==> src/rtl/alu_exec_pkg.sv <==
// Shared constants, decode types and the instruction decoder for alu_exec_unit.
// Optional signed multiply/divide decode is enabled by ALU_EXEC_SIGNED_MD_EN.
package alu_exec_pkg;

    localparam logic [1:0] ALU_OP_ADD   = 2'b00;
    localparam logic [1:0] ALU_OP_SUB   = 2'b01;
    localparam logic [1:0] ALU_OP_RTYPE = 2'b10;
    localparam logic [1:0] ALU_OP_SLTI  = 2'b11;

    localparam logic [5:0] FUNCT_ADD   = 6'b100000;
    localparam logic [5:0] FUNCT_SUB   = 6'b100010;
    localparam logic [5:0] FUNCT_AND   = 6'b100100;
    localparam logic [5:0] FUNCT_OR    = 6'b100101;
    localparam logic [5:0] FUNCT_NOR   = 6'b100111;
    localparam logic [5:0] FUNCT_SLT   = 6'b101010;
    localparam logic [5:0] FUNCT_MFHI  = 6'b010000;
    localparam logic [5:0] FUNCT_MFLO  = 6'b010010;
    localparam logic [5:0] FUNCT_MULT  = 6'b011000;
    localparam logic [5:0] FUNCT_MULTU = 6'b011001;
    localparam logic [5:0] FUNCT_DIV   = 6'b011010;
    localparam logic [5:0] FUNCT_DIVU  = 6'b011011;

    typedef enum logic [1:0] {
        IDLE = 2'd0,
        MUL  = 2'd1,
        DIV  = 2'd2,
        DONE = 2'd3
    } state_e;

    typedef enum logic [3:0] {
        CTRL_AND = 4'b0000,
        CTRL_OR  = 4'b0001,
        CTRL_ADD = 4'b0010,
        CTRL_SUB = 4'b0110,
        CTRL_SLT = 4'b0111,
        CTRL_NOR = 4'b1100
    } alu_ctrl_e;

    typedef enum logic [2:0] {
        K_ALU  = 3'd0,
        K_MFHI = 3'd1,
        K_MFLO = 3'd2,
        K_MD   = 3'd3,
        K_ILL  = 3'd4
    } kind_e;

    typedef struct packed {
        kind_e     kind;
        alu_ctrl_e ctrl;
        logic      md_div;
        logic      md_signed;
    } decode_t;

    function automatic decode_t decode_op(input logic [1:0] alu_op, input logic [5:0] funct);
        decode_t d;
        d.kind      = K_ALU;
        d.ctrl      = CTRL_ADD;
        d.md_div    = 1'b0;
        d.md_signed = 1'b0;
        case (alu_op)
            ALU_OP_ADD:  d.ctrl = CTRL_ADD;
            ALU_OP_SUB:  d.ctrl = CTRL_SUB;
            ALU_OP_SLTI: d.ctrl = CTRL_SLT;
            default: begin
                case (funct)
                    FUNCT_ADD:   d.ctrl = CTRL_ADD;
                    FUNCT_SUB:   d.ctrl = CTRL_SUB;
                    FUNCT_AND:   d.ctrl = CTRL_AND;
                    FUNCT_OR:    d.ctrl = CTRL_OR;
                    FUNCT_NOR:   d.ctrl = CTRL_NOR;
                    FUNCT_SLT:   d.ctrl = CTRL_SLT;
                    FUNCT_MFHI:  d.kind = K_MFHI;
                    FUNCT_MFLO:  d.kind = K_MFLO;
                    FUNCT_MULTU: d.kind = K_MD;
                    FUNCT_DIVU: begin
                        d.kind   = K_MD;
                        d.md_div = 1'b1;
                    end
`ifdef ALU_EXEC_SIGNED_MD_EN
                    FUNCT_MULT: begin
                        d.kind      = K_MD;
                        d.md_signed = 1'b1;
                    end
                    FUNCT_DIV: begin
                        d.kind      = K_MD;
                        d.md_div    = 1'b1;
                        d.md_signed = 1'b1;
                    end
`endif
                    default:     d.kind = K_ILL;
                endcase
            end
        endcase
        return d;
    endfunction

endpackage

==> src/rtl/alu_exec_if.sv <==
// Request/response bundle between the multi-cycle controller and the EX-stage unit.
interface alu_exec_if #(
    parameter int WIDTH = 32
) ();
    logic             valid_in;
    logic             ready_in;
    logic [1:0]       alu_op;
    logic [5:0]       funct;
    logic [WIDTH-1:0] a;
    logic [WIDTH-1:0] b;
    logic             valid_out;
    logic [WIDTH-1:0] result;
    logic             zero;
    logic             err;
    logic [WIDTH-1:0] hi;
    logic [WIDTH-1:0] lo;
    logic             busy;

    modport master (
        output valid_in, alu_op, funct, a, b,
        input  ready_in, valid_out, result, zero, err, hi, lo, busy
    );

    modport slave (
        input  valid_in, alu_op, funct, a, b,
        output ready_in, valid_out, result, zero, err, hi, lo, busy
    );
endinterface

==> src/rtl/alu_md_iter.sv <==
// Iterative unsigned multiply (shift-add) / divide (restoring) engine, one bit per cycle.
// hi_o/lo_o present the post-step values so the caller can capture them when done_o is high.
module alu_md_iter #(
    parameter int WIDTH = 32,
    parameter int CNT_W = $clog2(WIDTH) + 1
) (
    input  logic             clk,
    input  logic             rst,
    input  logic             start_i,
    input  logic             div_i,
    input  logic [WIDTH-1:0] a_i,
    input  logic [WIDTH-1:0] b_i,
    output logic             done_o,
    output logic [WIDTH-1:0] hi_o,
    output logic [WIDTH-1:0] lo_o
);

    logic             run_q;
    logic             div_q;
    logic [CNT_W-1:0] cnt_q;
    logic [WIDTH-1:0] acc_q, acc_d;
    logic [WIDTH-1:0] shf_q, shf_d;
    logic [WIDTH-1:0] m_q;
    logic [WIDTH:0]   sum;
    logic [WIDTH:0]   trial;

    // acc holds the product high half / partial remainder; shf holds multiplier bits / quotient.
    always_comb begin
        // NOTE: every variable gets a default first so no path leaves it unassigned (no latch).
        sum   = '0;
        trial = '0;
        acc_d = acc_q;
        shf_d = shf_q;
        if (div_q) begin
            trial = {acc_q, shf_q[WIDTH-1]};
            if (trial >= {1'b0, m_q}) begin
                acc_d = trial[WIDTH-1:0] - m_q;
                shf_d = {shf_q[WIDTH-2:0], 1'b1};
            end else begin
                acc_d = trial[WIDTH-1:0];
                shf_d = {shf_q[WIDTH-2:0], 1'b0};
            end
        end else begin
            sum   = {1'b0, acc_q} + (shf_q[0] ? {1'b0, m_q} : '0);
            acc_d = sum[WIDTH:1];
            shf_d = {sum[0], shf_q[WIDTH-1:1]};
        end
    end

    assign done_o = run_q && (cnt_q == CNT_W'(WIDTH - 1));
    assign hi_o   = acc_d;
    assign lo_o   = shf_d;

    always_ff @(posedge clk) begin
        // NOTE: sequential state uses non-blocking assignments so all registers update together.
        if (rst) begin
            run_q <= 1'b0;
            div_q <= 1'b0;
            cnt_q <= '0;
            acc_q <= '0;
            shf_q <= '0;
            m_q   <= '0;
        end else if (start_i) begin
            run_q <= 1'b1;
            div_q <= div_i;
            cnt_q <= '0;
            acc_q <= '0;
            shf_q <= div_i ? a_i : b_i;
            m_q   <= div_i ? b_i : a_i;
        end else if (run_q) begin
            acc_q <= acc_d;
            shf_q <= shf_d;
            if (done_o) begin
                run_q <= 1'b0;
                cnt_q <= '0;
            end else begin
                cnt_q <= cnt_q + CNT_W'(1);
            end
        end
    end

endmodule

==> src/rtl/alu_exec_unit.sv <==
// EX-stage ALU with registered single-cycle ops and an iterative HI/LO multiply/divide.
// Define ALU_EXEC_SIGNED_MD_EN to enable signed MULT/DIV on top of the unsigned engine.
module alu_exec_unit
    import alu_exec_pkg::*;
#(
    parameter int WIDTH = 32
) (
    input  logic     clk,
    input  logic     rst,
    alu_exec_if.slave bus
);

`ifdef ALU_EXEC_SIGNED_MD_EN
    localparam bit SIGNED_MD = 1'b1;
`else
    localparam bit SIGNED_MD = 1'b0;
`endif

    state_e           state_q, state_d;
    decode_t          dec;
    logic             ready, busy;
    logic             accept, md_start, signed_op;
    logic [WIDTH-1:0] alu_res;
    logic [WIDTH-1:0] md_a, md_b;
    logic             md_done;
    logic [WIDTH-1:0] eng_hi, eng_lo, fin_hi, fin_lo;

    logic [WIDTH-1:0] result_q, result_d;
    logic             zero_q, zero_d;
    logic             err_q, err_d;
    logic             valid_out_q, valid_out_d;
    logic [WIDTH-1:0] hi_q, hi_d;
    logic [WIDTH-1:0] lo_q, lo_d;
    logic             neg_p_q, neg_p_d;
    logic             neg_q_q, neg_q_d;
    logic             neg_r_q, neg_r_d;

    assign dec       = decode_op(bus.alu_op, bus.funct);
    assign accept    = bus.valid_in && ready;
    assign md_start  = accept && (dec.kind == K_MD);
    assign signed_op = SIGNED_MD && dec.md_signed;

    // Signed forms feed operand magnitudes to the unsigned engine.
    assign md_a = (signed_op && bus.a[WIDTH-1]) ? -bus.a : bus.a;
    assign md_b = (signed_op && bus.b[WIDTH-1]) ? -bus.b : bus.b;

    alu_md_iter #(.WIDTH(WIDTH)) u_md (
        .clk     (clk),
        .rst     (rst),
        .start_i (md_start),
        .div_i   (dec.md_div),
        .a_i     (md_a),
        .b_i     (md_b),
        .done_o  (md_done),
        .hi_o    (eng_hi),
        .lo_o    (eng_lo)
    );

    always_comb begin
        case (dec.ctrl)
            CTRL_ADD: alu_res = bus.a + bus.b;
            CTRL_SUB: alu_res = bus.a - bus.b;
            CTRL_AND: alu_res = bus.a & bus.b;
            CTRL_OR:  alu_res = bus.a | bus.b;
            CTRL_NOR: alu_res = ~(bus.a | bus.b);
            CTRL_SLT: alu_res = {{(WIDTH-1){1'b0}}, $signed(bus.a) < $signed(bus.b)};
            default:  alu_res = '0;
        endcase
    end

    always_comb begin
        fin_hi = eng_hi;
        fin_lo = eng_lo;
        if (neg_p_q) {fin_hi, fin_lo} = -{eng_hi, eng_lo};
        if (neg_q_q) fin_lo = -eng_lo;
        if (neg_r_q) fin_hi = -eng_hi;
    end

    always_ff @(posedge clk) begin
        if (rst) state_q <= IDLE;
        else     state_q <= state_d;
    end

    always_comb begin
        state_d = state_q;
        case (state_q)
            IDLE:    if (md_start) state_d = dec.md_div ? DIV : MUL;
            MUL,
            DIV:     if (md_done) state_d = DONE;
            default: state_d = IDLE;
        endcase
    end

    always_comb begin
        ready = (state_q == IDLE);
        busy  = (state_q == MUL) || (state_q == DIV);
    end

    always_comb begin
        result_d    = result_q;
        zero_d      = zero_q;
        err_d       = err_q;
        valid_out_d = 1'b0;
        hi_d        = hi_q;
        lo_d        = lo_q;
        neg_p_d     = neg_p_q;
        neg_q_d     = neg_q_q;
        neg_r_d     = neg_r_q;
        if (accept) begin
            case (dec.kind)
                K_MD: begin
                    // Divide by zero keeps the all-ones quotient; remainder still follows a.
                    neg_p_d = signed_op && !dec.md_div && (bus.a[WIDTH-1] ^ bus.b[WIDTH-1]);
                    neg_q_d = signed_op && dec.md_div && (bus.a[WIDTH-1] ^ bus.b[WIDTH-1])
                              && (bus.b != '0);
                    neg_r_d = signed_op && dec.md_div && bus.a[WIDTH-1];
                end
                K_ILL: begin
                    result_d    = '0;
                    zero_d      = 1'b1;
                    err_d       = 1'b1;
                    valid_out_d = 1'b1;
                end
                K_MFHI: begin
                    result_d    = hi_q;
                    zero_d      = (hi_q == '0);
                    err_d       = 1'b0;
                    valid_out_d = 1'b1;
                end
                K_MFLO: begin
                    result_d    = lo_q;
                    zero_d      = (lo_q == '0);
                    err_d       = 1'b0;
                    valid_out_d = 1'b1;
                end
                default: begin
                    result_d    = alu_res;
                    zero_d      = (alu_res == '0);
                    err_d       = 1'b0;
                    valid_out_d = 1'b1;
                end
            endcase
        end
        if (md_done) begin
            hi_d        = fin_hi;
            lo_d        = fin_lo;
            result_d    = fin_lo;
            zero_d      = (fin_lo == '0);
            err_d       = 1'b0;
            valid_out_d = 1'b1;
        end
    end

    always_ff @(posedge clk) begin
        if (rst) begin
            result_q    <= '0;
            zero_q      <= 1'b1;
            err_q       <= 1'b0;
            valid_out_q <= 1'b0;
            hi_q        <= '0;
            lo_q        <= '0;
            neg_p_q     <= 1'b0;
            neg_q_q     <= 1'b0;
            neg_r_q     <= 1'b0;
        end else begin
            result_q    <= result_d;
            zero_q      <= zero_d;
            err_q       <= err_d;
            valid_out_q <= valid_out_d;
            hi_q        <= hi_d;
            lo_q        <= lo_d;
            neg_p_q     <= neg_p_d;
            neg_q_q     <= neg_q_d;
            neg_r_q     <= neg_r_d;
        end
    end

    assign bus.ready_in  = ready;
    assign bus.busy      = busy;
    assign bus.valid_out = valid_out_q;
    assign bus.result    = result_q;
    assign bus.zero      = zero_q;
    assign bus.err       = err_q;
    assign bus.hi        = hi_q;
    assign bus.lo        = lo_q;

endmodule

==> src/flat_wrapper.sv <==
// flat-port wrapper written by rule: the top's interface ports become plain ports
module alu_exec_unit_flat import alu_exec_pkg::*;
#(
    parameter int WIDTH = 32
)
  (clk, rst, bus_valid_in, bus_alu_op, bus_funct, bus_a, bus_b, bus_ready_in, bus_valid_out, bus_result, bus_zero, bus_err, bus_hi, bus_lo, bus_busy);
  alu_exec_if #(.WIDTH(WIDTH)) bus_i ();
  input  logic clk;
  input  logic rst;
  input wire logic [$bits(bus_i.valid_in)-1:0] bus_valid_in;
  input wire logic [$bits(bus_i.alu_op)-1:0] bus_alu_op;
  input wire logic [$bits(bus_i.funct)-1:0] bus_funct;
  input wire logic [$bits(bus_i.a)-1:0] bus_a;
  input wire logic [$bits(bus_i.b)-1:0] bus_b;
  output wire logic [$bits(bus_i.ready_in)-1:0] bus_ready_in;
  output wire logic [$bits(bus_i.valid_out)-1:0] bus_valid_out;
  output wire logic [$bits(bus_i.result)-1:0] bus_result;
  output wire logic [$bits(bus_i.zero)-1:0] bus_zero;
  output wire logic [$bits(bus_i.err)-1:0] bus_err;
  output wire logic [$bits(bus_i.hi)-1:0] bus_hi;
  output wire logic [$bits(bus_i.lo)-1:0] bus_lo;
  output wire logic [$bits(bus_i.busy)-1:0] bus_busy;
  assign bus_i.valid_in = bus_valid_in;
  assign bus_i.alu_op = bus_alu_op;
  assign bus_i.funct = bus_funct;
  assign bus_i.a = bus_a;
  assign bus_i.b = bus_b;
  assign bus_ready_in = bus_i.ready_in;
  assign bus_valid_out = bus_i.valid_out;
  assign bus_result = bus_i.result;
  assign bus_zero = bus_i.zero;
  assign bus_err = bus_i.err;
  assign bus_hi = bus_i.hi;
  assign bus_lo = bus_i.lo;
  assign bus_busy = bus_i.busy;
  alu_exec_unit #(.WIDTH(WIDTH)) u_core (.clk(clk), .rst(rst), .bus(bus_i));
endmodule
==> config.mk <==
export PLATFORM = sky130hd
export DESIGN_NAME = alu_exec_unit_flat
export DESIGN_NICKNAME = d
export VERILOG_FILES = /design/src/rtl/alu_exec_pkg.sv /design/src/rtl/alu_exec_if.sv /design/src/rtl/alu_md_iter.sv /design/src/rtl/alu_exec_unit.sv /design/src/flat_wrapper.sv
export SDC_FILE = /design/constraint.sdc
export NUM_CORES = 1
export LEC_CHECK = 0
export ABC_CLOCK_PERIOD_IN_PS = 11800
export CAP_MARGIN = 20
export CORE_MARGIN = 2
export CORE_UTILIZATION = 50
export CTS_CLUSTER_SIZE = 24
export DETAILED_ROUTE_END_ITERATION = 16
export HOLD_SLACK_MARGIN = 0.1
export PLACE_DENSITY = 0.71
export SYNTH_ARGS = -nofsm -noshare
export SYNTH_HDL_FRONTEND = slang
export SYNTH_SLANG_ARGS = --single-unit
==> constraint.sdc <==
create_clock -name clk -period 11.8 [get_ports clk]
set_input_delay 2.36 -clock clk [delete_from_list [all_inputs] [get_ports clk]]
set_output_delay 2.36 -clock clk [all_outputs]
set_load 0.005 [all_outputs]
---- Word level (Yosys, flattened, before mapping) ----
Index checks and enable logic that the tools add are counted.
storage, ports and cells
  input bits .............................. 75
  output and inout bits ................... 101
  bits in registers ....................... 205
operators by class
  muxes and demuxes ....................... 34
  order comparisons ....................... 2
  reductions and logical operators ........ 22
  bitwise gates (word level) .............. 4
  equal/unequal tests ..................... 27
  add/subtract/negate cells ............... 5
operator list
  cell                                                                    number
  32-bit 2-to-1 mux                                                       10
  32-bit one-hot mux with 6 select lines                                  1
  32-bit logical NOT                                                      4
  32-bit one-hot mux with 4 select lines                                  1
  32-bit subtractor                                                       2
  6-bit equality test (second input constant)                             6
  32-bit by 32-bit adder with 33-bit output                               1
  33-bit by 32-bit >= comparator with 1-bit output                        1
  32-bit adder                                                            1
  32-bit bitwise AND                                                      1
  32-bit < comparator                                                     1
  32-bit NOT                                                              1
  32-bit OR                                                               1
  6-bit by 5-bit equality test with 1-bit output (second input constant)  5
  4-bit one-hot mux with 5 select lines                                   1
  3-bit one-hot mux with 4 select lines                                   1
  4-bit one-hot mux with 3 select lines                                   1
  1-bit 2-to-1 mux                                                        11
  4-bit by 3-bit equality test with 1-bit output (second input constant)  2
  2-bit OR reduction                                                      4
  6-bit by 1-bit adder with 6-bit output (second input constant)          1
  3-bit by 2-bit equality test with 1-bit output (second input constant)  2
  2-bit 2-to-1 mux                                                        3
  6-bit 2-to-1 mux                                                        1
  other kinds (22)                                                        31

---- Logic depth before layout (Yosys ltp) ----
Gate-level depths: netlist (run 1).
  depth after elaboration ................. 9
  depth in mapped cells ................... 16
  depth with buffers taken out ............ 16

---- Modules after synthesis ----
From an unflattened synthesis (run 1), not the netlist that was laid out.
second synthesis, totals
  cell total of the unflattened synthesis .. 2673
  area total of the unflattened synthesis .. 19794.0 um2
modules (own cells, without submodules)
  module         seq. area each (um2)  area each (um2)  times used  cells an instance
  alu_exec_unit  2021.9                10192.3          1           1409
  alu_md_iter    2082.0                9601.7           1           1264

---- Worst setup path before layout (run 1) ----
Ideal clock, no wire load.
  kind .................................... input -> register
  from .................................... input bus_b[2]
  to ...................................... register u_core.zero_q (netlist: u_core.bus.zero)
  data arrival time ....................... 5416 ps
  library setup time ...................... 95 ps
  required time ........................... 11705 ps
  stages on the path ...................... 14
  path slack .............................. 6288 ps
  path through ............................ inv_1 -> ha_1 -> nand2b_1 -> a221oi_2 -> o311a_2 -> o2111ai_2 -> a31o_1 -> o41ai_2 -> o311ai_1 -> xor2_1 -> a221oi_2 -> o2111a_1 -> or4b_1 -> o311ai_1
on the way
  cells in the longest elaborated chain, start to end .. 7
  elaborated cells on any way between the ends .. 11
  classes of those cells .................. 2 x add/sub; 1 x order compare; 4 x mux; 3 x bitwise; 1 x reduce/logical
ends and longest elaborated chain
  item                                                                       RTL line              RTL
  start: declaration                                                         flat_wrapper.sv:14    input wire logic [$bits(bus_i.b)-1:0] bus_b;
  parallel branches: the longest is 2 deep, another holds 32-bit subtractor  -
  32-bit one-hot mux with 6 select lines (*)                                 alu_exec_unit.sv:60   case (dec.ctrl)
  32-bit logical NOT (*)                                                     alu_exec_unit.sv:138  zero_d = (alu_res == '0);
  1-bit one-hot mux with 4 select lines (*)                                  alu_exec_unit.sv:110  case (dec.kind)
  1-bit 2-to-1 mux (*)                                                       alu_exec_unit.sv:109  if (accept) begin
  1-bit 2-to-1 mux (*)                                                       alu_exec_unit.sv:144  if (md_done) begin
  end signal: assignment                                                     alu_exec_unit.sv:167  zero_q <= zero_d;
  end: declaration                                                           alu_exec_unit.sv:29   logic zero_q, zero_d;
Every way passes the cells marked *. The select of a mux whose other input is x is not followed.
A chain may end at the register's enable or synchronous reset.

---- Final worst setup path (run 1) ----
  from .................................... input bus_b[9]
  to ...................................... register u_core.zero_q (netlist: u_core.bus.zero)
Same word-level chain as after synthesis.

==> results of run 1 <==
area by class of cell:
cell class	count	area (um^2)
Antenna cell	3	7.507
Clock buffer	31	688.2
Clock inverter	11	178.9
Fill cell	3477	15250
Inverter	149	559.3
Multi-Input combinational cell	2066	13380
Sequential cell	205	4111
Tap cell	468	585.6
Timing Repair Buffer	200	1942
logic make-up (layout without fill, tap and decap cells):
kind of cell	count (synthesis)	count (layout)	share of synthesized area, %
buffers and inverters	330	391	6.821
adder cells (fa/ha/maj)	174	174	11.80
AO/OA/AOI/OAI	834	834	29.79
AND/OR/NAND/NOR	894	894	21.60
flip-flops	205	205	21.93
other	0	3	0
XOR/XNOR	110	110	5.149
multiplexers	54	54	2.909
worst paths after layout:
check                                          start                end  slack, ns  depth (start not counted)
worst max register to register  u_core.u_md.shf_q[0]  u_core.bus.hi[29]       6.46                         16
worst min-delay path               u_core.bus.lo[23]  u_core.bus.lo[23]       0.50                          2
worst max-delay path                        bus_b[9]    u_core.bus.zero       4.99                         15
worst min register to register     u_core.bus.lo[23]  u_core.bus.lo[23]       0.50                          2
per-layer routing:
metal / GRT usage, % / up-vias / share of wire, %
met2: 60.35 / 1147 / 44
li1: - / 9496 / -
met5: 0 / - / 0
met1: 49.65 / 9643 / 40
met3: 7.905 / 202 / 10
met4: 18.74 / 0 / 5.3
worst min-delay path: cells and delay by family, from the launching register on:
family,cells,cell delay [ns]
AO/OA/AOI/OAI,1,0.05
flip-flops,1,0.33
AND/OR/NAND/NOR,1,0.06
registers in the layout, indices dropped and copies added, names as in the netlist, 2 cells and up:
register / flops
u_core.u_md.m_q: 32
u_core.u_md.cnt_q: 6
u_core.bus.hi: 32
u_core.state_q: 2
u_core.bus.lo: 32
u_core.bus.result: 32
u_core.u_md.shf_q: 32
u_core.u_md.acc_q: 32
power groups by stage:
stage | Sequential [uW] | Combinational, uW | Clock (uW)
global placement | 736 | 536 | 0
detailed placement | 736 | 539 | 0
global route | 722 | 599 | 859
CTS | 721 | 542 | 831
floorplan | 732 | 336 | 0
finish | 722 | 561 | 828
stage by stage:
stage | utilization (%) | instance area (um^2) | hold slack [ns] | worst slack, ns
after floorplan | - | 18710 | 0.4576 | 6.288
after global placement | 56.03 | 20560 | 0.4674 | 4.657
after detailed placement | 56.07 | 20580 | 0.4895 | 4.470
after CTS | 58.44 | 21440 | 0.4966 | 5.038
after global routing | 58.44 | 21440 | 0.5284 | 4.592
final | 58.46 | 21450 | 0.4964 | 4.995
cells in the final DEF (no fill, tap or decap), types with 10 or more instances in the layout:
cell type and instances:
a211oi_1 39, a21o_1 45, a21oi_1 270, a221oi_1 12
a222oi_1 15, a22oi_1 27, a311oi_1 68, a31oi_1 13
and3_1 10, buf_4 26, clkbuf_16 25, clkdlybuf4s50_1 173
dfxtp_1 203, ha_1 170, inv_1 149, mux2i_1 51
nand2_1 218, nand2b_1 16, nand3_1 105, nand4_1 27
nor2_1 348, nor2b_1 25, nor3_1 47, nor4_1 38
o211ai_1 36, o21a_1 22, o21ai_0 151, o21bai_1 15
o22ai_1 11, o31ai_1 16, or3_1 12, xnor2_1 78
xor2_1 32
==> metrics, run 1 <==
status=completed; Syn Std Cell Area=18710 um^2; Top delay family on crit path=compound AO/OA/AOI/OAI gates; P_leak=0.008334 uW; Die H=197.4 um; Max stage delay cell, worst path=a221oi_1; Clock power frac=39.2%; RSZ-0062 raised after global routing=false; Seq cells post-synth=205; Combinational Power Share=26.6%; Switch Pwr=694.0 uW; I/O pins=176; number of global-route vias before repair=18.89k; largest net degree at the start of global routing=90; max incr delay on CP=0.82 ns; maxcap violations=0; area leader, netlist=dfxtp_1; DRT antenna net count=0; Max Freq=146.9 MHz; Reg power frac=34.2%; H-tree Lvls=1; hpwl dp=59540 um; WL final=76700 um; Final period util=57.67%; Layout Area Growth over Synthesis=14.65%; Die X=197.4 um; DR vias=20.49k; DRC violations left=0; Internal=1417 uW; maximum VDD drop=0.1073 mV; sequential-to-total area share from yosys stat=21.93%; Hold Vio Cnt, Final=0; switch share=32.87%; hold crit path type=reg -> reg; CP required=12.24 ns; skew final=0.01449 ns; Mapped Nets=2850; most common cell in the netlist=nor2_1; crit path buf inv count=2; crit path time final=6.805 ns; DR WL/cell=24.48 um; yosys warns=0; CP Max Fanout=11; Max-slew headroom=23.50%; total power=2111 uW; Slew @ Worst Pin=1.136 ns; count of pins over their slew limit=0; layout cells sized above 1=4.583%; setup bufs post-CTS=0; core area=36700 um^2; routed vias/inst=6.539; Post-synth EDFFs=0; total CTS buffers=24; drt pass-1 iters=7; distinct cell type count after synthesis=92; Die ar.=38980 um^2; later-pin clock latency in the skew report=0.55 ns; clk sinks=205; CTS max path bufs=3; Most used DFF post-synth=dfxtp_1; share of the synthesized area in the top cell type=21.93%; final setup violation count=0; IO Port Bufs=175; worst path cell trace=clkdlybuf4s50_1 > inv_1 > ha_1 > nor2_1 > and3_1 > o311a_2 > o21ai_0 > a2111o_1 > o211ai_1 > xor2_1 > nor2_1 > a221oi_1 > o211ai_1 > or4b_1 > o311ai_1; top post-synthesis cells by area=dfxtp_1 (22%), ha_1 (11%), a21oi_1 (7.2%); Clk pin slew, worst setup/hold paths=0.06 ns; PwrDens=98.42 nW/um^2; CTS resizes=0; root buf cell=clkbuf_16; initial drt markers=2246; Mean Syn Cell Area=7.194 um^2; Critical Path AT=7.24 ns; total track usage=38.25%; row count=70; CTS tree=built; GRT Residual Overflow=0; final cell count without fillers=3133; Layout Nets=2895; top cells by count, synth=nor2_1 (349), a21oi_1 (271), nand2_1 (219), dfxtp_1 (205), ha_1 (170); crit end category=register; Crit Path Category=in -> reg; Placed Cells=3088; Hold Buf Count CTS=0; initial antenna violation count=1; setup tns final=0 ns; count of mapped cells out of synthesis=2601; Async SR Flop Fraction=0%; Initial Utilization=50.99%; Worst Setup Start Kind=input port; first-pass GRT wire length=115000 um; GPL Wtd Cong=1.060
Power figures use the tool's default switching activity.
==> inputs of run 2 (changes only) <==
ABC_CLOCK_PERIOD_IN_PS = 5900   (was 11800)
PLACE_DENSITY = 0.74   (was 0.71)
clock period = 5.9 ns   (was 11.8 ns; I/O delays follow)
==> run 2 against run 1 <==
Net effect:
- clock skew decreased by 0.0057 ns
- total power increased by 100%
- register-to-register slack got worse by 5.0 ns
- cell area increased by 1.3%
- flip-flop and latch count unchanged
- largest cell class unchanged
==> metrics, run 2 (synthesis gave the netlist of run 1 again) <==
maximum VDD drop=0.1794 mV; Switch Pwr=1400 uW; IO Port Bufs=175; setup tns final=0 ns; crit end category=register; drt pass-1 iters=7; P_leak=0.008510 uW; hpwl dp=61290 um; Reg power frac=34.0%; CTS resizes=0; most frequent cells in the layout=nor2_1 (348), a21oi_1 (270), nand2_1 (218); row count=70; worst path cell trace=clkdlybuf4s50_1 > inv_1 > ha_1 > nand2b_1 > a221oi_2 > o311a_2 > o21ai_0 > a2111o_1 > o211ai_1 > xor2_1 > nor2_1 > a221oi_1 > o211ai_1 > or4b_1 > o311ai_1; WL final=78290 um; Die H=197.4 um; DR vias=20.74k; setup bufs post-CTS=0; layout cells sized above 1=5.954%; Die X=197.4 um; I/O pins=176; H-tree Lvls=1; Worst Setup Start Kind=input port; status=completed; number of global-route vias before repair=19.16k; initial drt markers=2196; routed vias/inst=6.540; RSZ-0062 raised after global routing=false; Hold Buf Count CTS=0; DR WL/cell=24.68 um; Initial Utilization=50.99%; core area=36700 um^2; later-pin clock latency in the skew report=0.55 ns; switch share=32.96%; post-layout util=59.19%; Max-slew headroom=29.95%; Internal=2848 uW; DRC violations left=0; Clk pin slew, worst setup/hold paths=0.06 ns; GPL Wtd Cong=1.033; commonest non-fill, non-tap cell in the layout=nor2_1; GRT Residual Overflow=0; CP required=6.35 ns; total CTS buffers=24; register-to-register setup slack=1.47 ns; largest net degree at the start of global routing=80; Combinational Power Share=27.8%; RR Endpoint=u_core.bus.hi[29]; count of pins over their slew limit=0; CTS max path bufs=3; Critical Path AT=5.85 ns; final setup violation count=0; R2R cell count=19; Die ar.=38980 um^2; ANT cells=0; Hold Vio Cnt, Final=0; Worst Setup SP=bus_b[2]; Slew @ Worst Pin=1.042 ns; Max Freq=185.4 MHz; total track usage=38.90%; Final period util=91.41%; Layout Area Growth over Synthesis=16.09%; Setup crit end=u_core.bus.zero; Max stage delay cell, worst path=a221oi_1; initial antenna violation count=2; max incr delay on CP=0.77 ns; clk sinks=205; Crit path top cell by count=o211ai_1; hold crit path type=reg -> reg; root buf cell=clkbuf_16; Layout Nets=2936; skew final=0.008792 ns; crit path time final=5.393 ns; maxcap violations=0; CP Max Fanout=7; first-pass GRT wire length=116800 um; CTS tree=built; Clock power frac=38.2%; DRT antenna net count=0; Crit Path Category=in -> reg; PwrDens=195.6 nW/um^2; Crit Reg-Reg Startpoint=u_core.u_md.shf_q[0]
run 2: cell count changes in the layout (fill, tap and decap cells not counted):
| cell | before | now |
|---|---|---|
| buf_4 | 26 | 68 |
| buf_8 | 1 | 0 |
| clkbuf_1 | 2 | 5 |
| clkbuf_16 | 25 | 24 |
| clkinv_2 | 3 | 2 |
| clkinv_4 | 1 | 0 |
| clkinvlp_4 | 1 | 3 |
| diode_2 | 3 | 0 |
| inv_8 | 1 | 0 |
run 2: metrics by stage:
step | cells | power [uW] | hold slack (ns) | setup slack (ns) | instance area, um^2
floorplan | 2601 | 2136 | 0.4576 | 1.568 | 18710
global placement | 3129 | 2604 | 0.4720 | 0.1242 | 20880
detailed placement | 3129 | 2609 | 0.4781 | 0.04310 | 20880
CTS | 3172 | 4201 | 0.4863 | 0.6061 | 21720
global route | 3172 | 4375 | 0.5278 | 0.3430 | 21720
finish | 3172 | 4248 | 0.4902 | 0.5068 | 21720
run 2: layout make-up:
class / count / area [um^2]
Clock buffer: 33 / 674.4
Clock inverter: 10 / 168.9
Multi-Input combinational cell: 2066 / 13380
Tap cell: 468 / 585.6
Inverter: 149 / 559.3
Timing Repair Buffer: 241 / 2242
Sequential cell: 205 / 4111
Fill cell: 3485 / 14980
run 2: how the worst min path moves through the flow:
stage | from | endpoint | slack (ns) | depth (start not counted)
2_1_floorplan | u_core.u_md.cnt_q[5] | u_core.u_md.cnt_q[5] | 0.46 | 2
3_3_place_gp | u_core.u_md.cnt_q[5] | u_core.u_md.cnt_q[5] | 0.47 | 2
3_5_place_dp | u_core.u_md.cnt_q[5] | u_core.u_md.cnt_q[5] | 0.48 | 2
4_1_cts | u_core.u_md.cnt_q[5] | u_core.u_md.cnt_q[5] | 0.49 | 2
5_1_grt | u_core.u_md.cnt_q[1] | u_core.u_md.cnt_q[1] | 0.53 | 2
6_report | u_core.u_md.cnt_q[1] | u_core.u_md.cnt_q[1] | 0.49 | 2
run 2: power by group through the flow:
stage               registers, uW  clock network [uW]  logic (uW)
floorplan                    1460                   0         672
global placement             1470                   0        1130
detailed placement           1470                   0        1140
CTS                          1440                1620        1140
global route                 1440                1670        1260
finish                       1440                1620        1180
run 2: per-layer routing:
metal | part of all wire, % | vias to the layer above | GRT usage, % | wire [um]
met1 | 41 | 9852 | 51.16 | 32230
met2 | 43 | 1105 | 60.39 | 33920
met4 | 5.4 | 4 | 19.35 | 4262
met5 | 0.036 | - | 0 | 28
li1 | - | 9576 | - | -
met3 | 10 | 207 | 8.059 | 7848
run 2: worst max-delay path, delay by kind of cell:
family          cells  cell delay [ns]
xor+xnor            1             0.18
buf+inv             2             0.67
compound gates      8             2.56
simple gates        3             0.83
fa+ha+maj           1             0.41
